File: src/rtl/pipelined_booth_csa_tree.sv
// pipelined_booth_csa_tree
// Radix-4 Booth recoding of two signed WIDTH-bit operands, followed by a
// linear chain of 3:2 carry-save levels that leaves two 2*WIDTH-bit rows
// whose modular sum is the product. A pipeline register bank sits after
// every REG_EVERY levels, and each bank has a bubble-collapsing valid/ready
// handshake.
// Optional feature macro: PIPELINED_BOOTH_CSA_FINAL_ADD_EN adds one more
// stage that carry-propagate adds the two rows (out_carry then reads 0).
//
// Handshake: a transfer happens on a rising edge where valid and ready are
// both high (in_valid & in_ready at the input, out_valid & out_ready at the
// output). Stage s advances when it is empty or the stage after it advances.
// The last stage advances when the consumer is ready or the stage is empty.
// in_ready is the advance signal of the first stage. While out_valid is high
// and out_ready is low, every output holds its value.
module pipelined_booth_csa_tree #(
    parameter int WIDTH     = 8,
    parameter int REG_EVERY = 1,
    parameter int TAG_W     = 4
) (
    input  logic               clk,
    input  logic               rst_n,
    input  logic               in_valid,
    output logic               in_ready,
    input  logic [WIDTH-1:0]   in_a,
    input  logic [WIDTH-1:0]   in_b,
    input  logic [TAG_W-1:0]   in_tag,
    output logic               out_valid,
    input  logic               out_ready,
    output logic [2*WIDTH-1:0] out_sum,
    output logic [2*WIDTH-1:0] out_carry,
    output logic [TAG_W-1:0]   out_tag
);

    localparam int PW   = 2 * WIDTH;
    localparam int NPP  = WIDTH / 2;
    localparam int L    = NPP - 1;
    localparam int NROW = NPP + 1;
    localparam int S    = (L + REG_EVERY - 1) / REG_EVERY;
`ifdef PIPELINED_BOOTH_CSA_FINAL_ADD_EN
    localparam int NST  = S + 1;
`else
    localparam int NST  = S;
`endif

    // Booth rows: rows 0..NPP-1 are the partial products, and row NPP holds
    // the +1 corrections for the negative digits.
    logic [PW-1:0] booth_rows [NROW];

    // Per-stage pipeline state. The rows that have not been consumed yet
    // travel with each operation, so later stages never repeat the Booth
    // mux.
    logic [NST-1:0] valid_q, valid_d;
    logic [NST-1:0] adv;
    logic [PW-1:0]    sum_q   [NST];
    logic [PW-1:0]    sum_d   [NST];
    logic [PW-1:0]    carry_q [NST];
    logic [PW-1:0]    carry_d [NST];
    logic [TAG_W-1:0] tag_q   [NST];
    logic [TAG_W-1:0] tag_d   [NST];
    logic [PW-1:0]    rows_q  [NST][NROW];
    logic [PW-1:0]    rows_d  [NST][NROW];

    // Radix-4 Booth recoding of in_b and selection of the partial products.
    always_comb begin
        logic [WIDTH:0] b_ext;
        logic [PW-1:0]  a_ext;
        logic [PW-1:0]  mag;
        logic [PW-1:0]  corr;
        logic           b_hi, b_mid, b_lo;
        logic           one, two, neg;
        b_ext = {in_b, 1'b0};
        a_ext = {{WIDTH{in_a[WIDTH-1]}}, in_a};
        corr  = '0;
        mag   = '0;
        b_hi  = 1'b0;
        b_mid = 1'b0;
        b_lo  = 1'b0;
        one   = 1'b0;
        two   = 1'b0;
        neg   = 1'b0;
        for (int j = 0; j < NPP; j++) begin
            b_hi  = b_ext[2*j+2];
            b_mid = b_ext[2*j+1];
            b_lo  = b_ext[2*j];
            one   = b_mid ^ b_lo;
            two   = (b_hi & ~b_mid & ~b_lo) | (~b_hi & b_mid & b_lo);
            // Digit 111 is zero, so it is treated as positive and needs no correction.
            neg   = b_hi & ~(b_mid & b_lo);
            mag   = one ? a_ext : (two ? (a_ext << 1) : '0);
            // The complement is taken before the shift, so the +1 lands at column 2j.
            booth_rows[j] = (neg ? ~mag : mag) << (2 * j);
            corr[2*j]     = neg;
        end
        booth_rows[NPP] = corr;
    end

    // Advance chain, from the consumer back to the input.
    always_comb begin
        adv[NST-1] = out_ready | ~valid_q[NST-1];
        for (int s = NST - 2; s >= 0; s--) begin
            adv[s] = ~valid_q[s] | adv[s+1];
        end
    end

    // Per-stage datapath: the CSA levels for each stage, then load or hold.
    always_comb begin
        logic [PW-1:0]    cs, cc, r, t;
        logic             up_v;
        logic [TAG_W-1:0] up_tag;
        logic [PW-1:0]    up_rows [NROW];
        int               prev;
        cs     = '0;
        cc     = '0;
        r      = '0;
        t      = '0;
        up_v   = 1'b0;
        up_tag = '0;
        prev   = 0;
        for (int i = 0; i < NROW; i++) begin
            up_rows[i] = '0;
        end
        for (int s = 0; s < NST; s++) begin
            prev = (s > 0) ? s - 1 : 0;
            if (s == 0) begin
                cs      = booth_rows[0];
                cc      = booth_rows[1];
                up_rows = booth_rows;
                up_v    = in_valid;
                up_tag  = in_tag;
            end else begin
                cs      = sum_q[prev];
                cc      = carry_q[prev];
                up_rows = rows_q[prev];
                up_v    = valid_q[prev];
                up_tag  = tag_q[prev];
            end
            for (int k = 1; k <= L; k++) begin
                if (k > s * REG_EVERY && k <= (s + 1) * REG_EVERY) begin
                    // Level k takes partial product k+1; the last level takes the correction row.
                    r  = (k < L) ? up_rows[k+1] : up_rows[NPP];
                    t  = cs ^ cc ^ r;
                    cc = ((cs & cc) | (cs & r) | (cc & r)) << 1;
                    cs = t;
                end
            end
`ifdef PIPELINED_BOOTH_CSA_FINAL_ADD_EN
            if (s == S) begin
                cs = cs + cc;
                cc = '0;
            end
`endif
            if (adv[s]) begin
                valid_d[s] = up_v;
                sum_d[s]   = cs;
                carry_d[s] = cc;
                tag_d[s]   = up_tag;
                rows_d[s]  = up_rows;
            end else begin
                valid_d[s] = valid_q[s];
                sum_d[s]   = sum_q[s];
                carry_d[s] = carry_q[s];
                tag_d[s]   = tag_q[s];
                rows_d[s]  = rows_q[s];
            end
        end
    end

    // Pipeline registers; reset empties every stage and zeroes its data.
    always_ff @(posedge clk or negedge rst_n) begin
        if (!rst_n) begin
            valid_q <= '0;
            for (int s = 0; s < NST; s++) begin
                sum_q[s]   <= '0;
                carry_q[s] <= '0;
                tag_q[s]   <= '0;
                for (int i = 0; i < NROW; i++) begin
                    rows_q[s][i] <= '0;
                end
            end
        end else begin
            valid_q <= valid_d;
            for (int s = 0; s < NST; s++) begin
                sum_q[s]   <= sum_d[s];
                carry_q[s] <= carry_d[s];
                tag_q[s]   <= tag_d[s];
                for (int i = 0; i < NROW; i++) begin
                    rows_q[s][i] <= rows_d[s][i];
                end
            end
        end
    end

    assign in_ready  = adv[0];
    assign out_valid = valid_q[NST-1];
    assign out_sum   = sum_q[NST-1];
    assign out_carry = carry_q[NST-1];
    assign out_tag   = tag_q[NST-1];

endmodule

File: config.mk
export PLATFORM = sky130hd
export DESIGN_NAME = pipelined_booth_csa_tree
export DESIGN_NICKNAME = d
export VERILOG_FILES = /design/src/rtl/pipelined_booth_csa_tree.sv
export SDC_FILE = /design/constraint.sdc
export NUM_CORES = 1
export LEC_CHECK = 0
export BUFFER_PORTS_ARGS = -buffer_cell sky130_fd_sc_hd__buf_2
export CAP_MARGIN = 20
export CORE_UTILIZATION = 50
export CTS_CLUSTER_SIZE = 16
export DETAILED_ROUTE_END_ITERATION = 7
export GPL_TIMING_DRIVEN = 0
export MAX_ROUTING_LAYER = met4
export PLACE_DENSITY = 0.69
export SYNTH_ARGS = -nofsm -noshare
export SYNTH_HDL_FRONTEND = slang
export SYNTH_SLANG_ARGS = --single-unit
File: constraint.sdc
create_clock -name clk -period 2.7 [get_ports clk]
set_input_delay 0.405 -clock clk [delete_from_list [all_inputs] [get_ports clk]]
set_output_delay 0.405 -clock clk [all_outputs]
set_load 0.01 [all_outputs]
==> summary.md, run 1 <==
| Metric | Value |
|---|---|
| Status | `finished with violations` |
| Failing checks | `design-rule violations` |
| Total Power | `5.77 mW` |
| Vias per cell | `5.02` |
| Syn Inst Count | `601` |
| Startpoint class of the critical path | `input pin` |
| CTS hold repair buffers | `0` |
| Crit path required time | `2.94 ns` |
| DRC Markers | `13` |
| Final hold violation count | `0` |
| CTS tree | `built` |
| Max rail drop VDD | `394 uV` |
| Setup bufs post-CTS | `0` |
| I/O pin count | `62` |
| Placement row count | `39` |
| Async SR Flop Fraction | `100%` |
| MaxCap Viol Count | `0` |
| Antenna violations before repair | `0` |
| Switching power | `1.83 mW` |
| Critical path's largest stage delay | `0.48 ns` |
| Die X | `111 um` |
| Main area contributors after synthesis | `dfrtp_1, nand2_1, mux2_2, fa_1, buf_4` |
| Starting Density | `51.7%` |
| Synth area leader | `dfrtp_1` |
| CTS resizes | `0` |
| Final wirelength | `11800 um` |
| Synth Area per Inst | `9.96 um2` |
| Clock sinks | `112` |
| Post-synthesis sequential area ratio | `46.8%` |
| Synthesized area | `0.00598 mm2` |
| Synth top cells by count | `nand2_1, dfrtp_1, mux2_2` |
| Area Overhead vs Synth | `12.9%` |
| Yosys top cell area share | `46.8%` |
| DR WL/cell | `14.4 um` |
| Arr. time, crit path | `2.56 ns` |
| Final period util | `86.0%` |
| Synth Flop Type | `dfrtp_1` |
| H-tree levels | `3` |
| Finish-stage setup viols | `0` |
| Post-synth EDFFs | `0` |
| DRT Pass-1 Iters | `7` |
| Core Box Area | `0.0116 mm2` |
| Clk_lat worst skew | `0.35 ns` |
| Cell-internal power | `3.95 mW` |
| Synth Register Bits | `112` |
| Hold slack | `0.0542 ns` |
| PortBufs | `51` |
| Crit-path max FO | `11` |
| Fill cells | `1006` |
| Worst Path Buf+Inv | `2` |
| Critical path class | `input pin to flop` |
| Leakage power | `3.37 nW` |
| First-pass GRT wire length | `20300 um` |
| Total number of vias | `4089` |
| Routability cong. | `0.806` |
| Clk Tree Root Cell | `clkbuf_16` |
| Yosys synthesis warning count | `0` |
| All-Layer GR Usage | `21.4%` |
| CP cell instances | `buf_2, ha_1, clkbuf_1, nor2_1, a22oi_1, xnor2_1, fa_1, nand2_1, nand2_1` |
| Rel. slew slack | `58.4%` |
| Clock Path Buffers | `2` |
| Seq. cell area | `0.00280 mm2` |
| Sequential share of power | `44.4%` |
| Clock Skews | `0.00543 ns` |
| Largest net degree at the start of global routing | `69` |
| Total CTS buffers | `9` |
| Antenna violation net count after detailed routing | `0` |
| Max Clk Rate | `0.431 GHz` |
| Crit path launch | `in_b[3]` |
| Critical path's slowest cell | `fa_1` |
| Slew Viols, Final | `0` |
| Final antenna diode count | `0` |
| DR iter-0 viols | `183` |
| Top delay family on crit path | `adder cells` |
| Clock share of power | `22.9%` |
| Setup crit end kind | `flop` |
| Slew @ Worst Pin | `0.624 ns` |
| Register clock-pin slew on the reported worst setup and hold paths | `0.07 ns` |
| Worst min-delay path class | `input pin to asynchronous set/reset pin` |
| PD cells | `855 mW/mm2` |
| Crit path time final | `2.32 ns` |
| RSZ-0062 raised after global routing | `no` |
| Vias in the first global route | `4053` |
| Most common cell in the netlist | `nand2_1` |
| Switching Share | `31.6%` |
| Combinational power share | `32.8%` |
| Fraction of layout cells with a size suffix above 1 | `24.6%` |
| Grt total ovfl | `0` |
| RR Startpoint | `valid_q[2]` |
| Top cell by count, worst path | `nand2_1` |
| Chip height | `111 um` |
| Detailed Place HPWL | `8970 um` |
| Final nets | `727` |
| Die area | `0.0124 mm2` |
| Multi-input gate area | `0.00273 mm2` |
| Number of distinct library cells after synthesis | `42` |
-- final timing paths --
path                       depth (start not counted)             to  slack, ns
max                                                9      sum_q[37]       0.38
min                                                1    carry_q[43]       0.05
max reg2reg                                        8    carry_q[41]       0.99
min reg2reg                                        2  out_carry[12]       0.46
max in group asynchronous                          2    carry_q[39]       1.93
min in group clk                                   2     valid_q[0]       0.24
-- cells in the final DEF, fill, tap and decap left out, types with 4 or more instances in the layout --
master     Yosys  final
dfrtp_1      112    112
a22oi_1       12     12
nand3_1        5      5
buf_4         36     37
mux2_2        40     40
buf_2         14     64
nor2_1        18     18
clkbuf_16      0      9
nand2_1      187    187
fa_1          17     17
o21ai_0       12     12
clkbuf_1      15     16
nand2b_1       7      7
xnor2_1       21     21
ha_1          20     20
xor2_1        13     13
nor2b_1        5      5
buf_1          4      4
a21oi_1       24     24
inv_1          6      6
-- routing by layer --
metal	part of all wire [%]	track usage (%)	vias up
li1	-	-	2047
met4	1.1	6.58	0
met3	3.5	3.21	9
met1	48	28.9	1938
met5	0	-	-
met2	47	33.6	95
-- stage by stage --
stage | setup TNS (ns) | worst slack [ns] | instance area [um2] | instances | utilization, %
after global routing | 0 | 0.218 | 6760 | 814 | 58.4
after CTS | 0 | 0.383 | 6760 | 814 | 58.4
after floorplan | 0 | 0.526 | 5990 | 603 | -
after detailed placement | 0 | 0.0478 | 6460 | 798 | 55.8
final | 0 | 0.378 | 6760 | 814 | 58.4
after global placement | -1.09 | -0.0169 | 6430 | 797 | 55.6
-- registers in the layout, summed over array words and instances, names as in the netlist --
register / flops
valid_q: 3
tag_q: 8
out_carry: 13
out_sum: 16
rows_q: 17
carry_q: 23
sum_q: 28
out_tag: 4
-- power groups by stage --
stage | registers, mW | logic (mW) | clock network (mW)
after floorplan | 2.49 | 1.35 | 0
after global placement | 2.56 | 1.81 | 0
after detailed placement | 2.60 | 1.88 | 0
after CTS | 2.57 | 1.91 | 1.34
after global routing | 2.65 | 2.13 | 1.42
final | 2.56 | 1.89 | 1.32
-- final cells by class --
cell class                 instances  share of cell area [%]
timing repair buffer              52                    4.22
sequential                       112                    41.5
tap                              143                    2.65
inverter                           7                   0.389
buffer                            71                    6.43
clock inverter                     5                   0.833
clock buffer                      11                    3.59
multi-input combinational        413                    40.4
-- logic make-up (layout without fill, tap and decap cells) --
group / Yosys count / after routing / synth area share [%]
multiplexers: 40 / 40 / 7.53
adder cells (fa/ha/maj): 37 / 37 / 9.87
other: 1 / 3 / 0.0627
buffers and inverters: 78 / 146 / 7.69
AO/OA/AOI/OAI: 61 / 61 / 6.11
flip-flops: 112 / 112 / 46.8
XOR/XNOR: 34 / 34 / 4.98
AND/OR/NAND/NOR: 238 / 238 / 16.9
Note: power is estimated with default switching activity, not from simulation.
==> inputs of run 2 (changes only) <==
--- a/config.mk
+++ b/config.mk
@@ -5,12 +5,14 @@
 export SDC_FILE = /design/constraint.sdc
 export NUM_CORES = 1
 export LEC_CHECK = 0
+export ABC_AREA = 1
 export BUFFER_PORTS_ARGS = -buffer_cell sky130_fd_sc_hd__buf_2
 export CAP_MARGIN = 20
 export CORE_UTILIZATION = 50
 export CTS_CLUSTER_SIZE = 16
 export DETAILED_ROUTE_END_ITERATION = 7
 export GPL_TIMING_DRIVEN = 0
+export HOLD_SLACK_MARGIN = 0.06
 export MAX_ROUTING_LAYER = met4
 export PLACE_DENSITY = 0.69
 export SYNTH_ARGS = -nofsm -noshare
==> constraint.sdc (replaced) <==
create_clock -name clk -period 2.7 [get_ports clk]
set_input_delay 0.405 -clock clk [delete_from_list [all_inputs] [get_ports clk]]
set_output_delay 0.405 -clock clk [all_outputs]
set_load 0.05 [all_outputs]
==> summary.md, run 2 <==
| Metric | Value |
|---|---|
| DR WL/cell | `13.9 um (-3.9%)` |
| CTS tree | `built` |
| Total number of vias | `4335 (+6.0%)` |
| Total CTS buffers | `9 (unchanged)` |
| Synth Register Bits | `112 (unchanged)` |
| Finish-stage setup viols | `0 (unchanged)` |
| Multiplexer area fraction after synthesis | `5.49% (-2.0 points)` |
| Critical path's slowest cell | `fa_1` |
| PD cells | `941 mW/mm2 (+10%)` |
| Core Box Area | `0.0115 mm2 (-0.42%)` |
| H-tree levels | `3 (unchanged)` |
| Dpl cell area | `0.00645 mm2 (about the same)` |
| Critical path class | `input pin to flop` |
| Simple-Gate Fraction of Synth Area | `18.9% (+2.0 points)` |
| Placement row count | `39 (unchanged)` |
| Leakage power | `3.56 nW (+5.6%)` |
| Synth top cells by count | `nand2_1, dfrtp_1, o21ai_0` |
| Antenna violations before repair | `0 (unchanged)` |
| Max Clk Rate | `0.459 GHz (+6.5%)` |
| Top cell by count, worst path | `nand2_1` |
| Reg-to-Reg End | `carry_q[28]` |
| All-Layer GR Usage | `22.2% (+0.82 points)` |
| Slew Viols, Final | `0 (unchanged)` |
| Multi-input gate area | `0.00263 mm2 (-3.7%)` |
| Crit path launch | `in_b[3]` |
| Post-synth EDFFs | `0 (unchanged)` |
| Chip height | `111 um (-0.31%)` |
| First-pass GRT wire length | `21000 um (+3.5%)` |
| Commonest non-fill, non-tap cell in the layout | `nand2_1` |
| Slew @ Worst Pin | `0.667 ns (+0.0427 ns)` |
| Final nets | `786 (+8.1%)` |
| Final wirelength | `12100 um (+3.1%)` |
| Combinational power share | `37.6% (+4.8 points)` |
| Yosys synthesis warning count | `0 (unchanged)` |
| Max rail drop VDD | `435 uV (+10%)` |
| Switching Share | `38.5% (+6.9 points)` |
| Largest registers | `sum_q: 28 flops, carry_q: 23 flops, rows_q: 17 flops` |
| RSZ-0062 raised after global routing | `no` |
| Fraction of layout cells with a size suffix above 1 | `19.3% (-5.3 points)` |
| RR Startpoint | `valid_q[2]` |
| Vias per cell | `4.97 (-1.1%)` |
| Vias in the first global route | `4222 (+4.2%)` |
| Complex-gate fraction of the synthesized area | `7.17% (+1.1 points)` |
| CTS hold repair buffers | `0 (unchanged)` |
| Startpoint class of the critical path | `input pin` |
| Fill cells | `1031 (+2.5%)` |
| Register clock-pin slew on the reported worst setup and hold paths | `0.07 ns (about the same)` |
| Die X | `111 um (-0.31%)` |
| Worst reg2reg setup slack | `1.27 ns (+0.28 ns)` |
| Synthesized area | `0.00595 mm2 (-0.63%)` |
| Routability cong. | `0.880 (+9.2%)` |
| Syn Inst Count | `653 (+8.7%)` |
| Clock share of power | `22.6% (-0.3 points)` |
| WP depth | `10 (+1)` |
| Total Power | `6.38 mW (+10%)` |
| Status | `finished with violations` |
| I/O pin count | `62 (unchanged)` |
| Worst Path Buf+Inv | `2 (unchanged)` |
| Clk Tree Root Cell | `clkbuf_16` |
| Worst R2R Path Depth | `5 (-3)` |
| Antenna violation net count after detailed routing | `0 (unchanged)` |
| Synth Area per Inst | `9.11 um2 (-8.5%)` |
| Rel. slew slack | `55.6% (-2.8 points)` |
| DRC Markers | `14 (+1)` |
| Most common cell in the netlist | `nand2_1` |
| Clock Path Buffers | `2 (unchanged)` |
| Main combinational cell family by area after synthesis | `simple AND/OR/NAND/NOR gates` |
| Main area contributors after synthesis | `dfrtp_1, nand2_1, fa_1, buf_4, mux2_1` |
| Setup crit end kind | `flop` |
| MaxCap Viol Count | `0 (unchanged)` |
| Yosys top cell area share | `47.1% (+0.30 points)` |
| Post-Synth XOR/XNOR Area | `2.50% (-2.5 points)` |
| Worst setup path end | `sum_q[40]` |
| Failing checks | `design-rule violations` |
| PortBufs | `58 (+14%)` |
| Sequential share of power | `39.8% (-4.6 points)` |
| DRT Pass-1 Iters | `7 (unchanged)` |
| Grt total ovfl | `0 (unchanged)` |
| DR iter-0 viols | `274 (+50%)` |
| Finished Cell Area | `0.00678 mm2 (+0.35%)` |
| Largest reg by FF count | `sum_q` |
| Post-synthesis sequential area ratio | `47.1% (+0.30 points)` |
| Synth area leader | `dfrtp_1` |
| Worst min-delay path class | `input pin to asynchronous set/reset pin` |
| Cell-internal power | `3.92 mW (-0.71%)` |
| Area Overhead vs Synth | `14.0%` |
| Final antenna diode count | `0 (unchanged)` |
| Clock Skews | `0.0112 ns (+0.00579 ns)` |
| Starting Density | `51.6% (-0.11 points)` |
| Crit path time final | `2.18 ns (-0.141 ns)` |
| Synth Flop Type | `dfrtp_1` |
| CP cell instances | `buf_2, ha_1, clkbuf_1, nand2_1, o21ai_0, nand2_1, xor2_1, fa_1, nand2_1, nand2_1` |
| Seq. cell area | `0.00280 mm2 (unchanged)` |
| Top delay family on crit path | `adder cells` |
| Max reg flops | `28 (unchanged)` |
| Most frequent cells in the layout | `nand2_1, dfrtp_1, buf_2, o21ai_0, buf_4` |
| Arr. time, crit path | `2.47 ns (-0.09 ns)` |
| Post-synthesis adder-cell area fraction | `9.93% (+0.062 points)` |
| Crit path required time | `2.99 ns (+0.05 ns)` |
| Die area | `0.0123 mm2 (-0.61%)` |
| Clock sinks | `112 (unchanged)` |
| Number of distinct library cells after synthesis | `31 (-26%)` |
| Setup bufs post-CTS | `0 (unchanged)` |
| Final hold violation count | `0 (unchanged)` |
| Switching power | `2.46 mW (+34%)` |
| Largest net degree at the start of global routing | `62 (-10%)` |
| Detailed Place HPWL | `9320 um (+3.9%)` |
| Async SR Flop Fraction | `100% (unchanged)` |
| Clk_lat worst skew | `0.35 ns (about the same)` |
| Critical path's largest stage delay | `0.53 ns (+0.05 ns)` |
| Final period util | `80.8% (-5.2 points)` |
| CTS resizes | `0 (unchanged)` |
| Crit-path max FO | `10 (-1)` |
==> run 2: changes by cell type in the layout (fill, tap and decap cells not counted), sizes merged, moves of 19 or more <==
cell   before  now
a21oi      24    5
inv         7   32
nand2     188  254
o21ai      14   59
xnor2      21    2
==> run 2: cell type report <==
type	count	area share [%]
plain buffers	64	6.05
clock buffers	9	3.32
clock inverters	7	1.48
inverters	30	1.66
multi-input cells	449	38.8
flip-flops and latches	112	41.3
well taps	143	2.64
repair buffers	59	4.72
==> run 2: worst min path at each step <==
stage,start,endpoint,depth (start not counted)
finish,rst_n,out_carry[12],1
global route,rst_n,out_sum[10],1
CTS,rst_n,out_carry[12],1
detailed placement,tag_q[9],tag_q[9],2
global placement,rows_q[166],rows_q[166],2
floorplan,rst_n,carry_q[20],0
==> run 2: through the flow <==
stage | util (%) | hold slack [ns] | setup TNS [ns] | worst slack, ns | std cells
final | 58.9 | 0.0827 | 0 | 0.519 | 873
after global routing | 58.9 | 0.139 | 0 | 0.403 | 873
after CTS | 58.9 | 0.107 | 0 | 0.524 | 873
after detailed placement | 56.0 | 0.458 | 0 | 0.149 | 857
after global placement | 55.8 | 0.459 | -0.247 | -0.00833 | 856
after floorplan | - | 0.109 | 0 | 0.652 | 655
==> run 2: kinds of logic (layout without fill, tap and decap cells) <==
family / count (synthesis) / after routing
fa+ha+maj: 37 / 37
other cells: 1 / 3
flops: 112 / 112
xor+xnor: 17 / 17
buf+inv: 94 / 169
simple gates: 285 / 285
mux: 29 / 29
compound gates: 78 / 78
==> run 2: power by group through the flow <==
stage          Combinational [mW]  Clock [mW]  Sequential, mW
2_1_floorplan                1.90           0            2.47
3_3_place_gp                 2.35           0            2.54
3_5_place_dp                 2.41           0            2.57
4_1_cts                      2.43        1.46            2.54
5_1_grt                      2.67        1.53            2.61
6_report                     2.40        1.44            2.54
==> run 2: routing by layer <==
| layer | vias to the layer above | routed length (um) | GRT usage [%] |
|---|---|---|---|
| li1 | 2201 | - | - |
| met1 | 2048 | 5830 | 30.4 |
| met2 | 80 | 5790 | 34.7 |
| met3 | 6 | 394 | 2.73 |
| met4 | 0 | 102 | 7.39 |
| met5 | - | 0 | - |
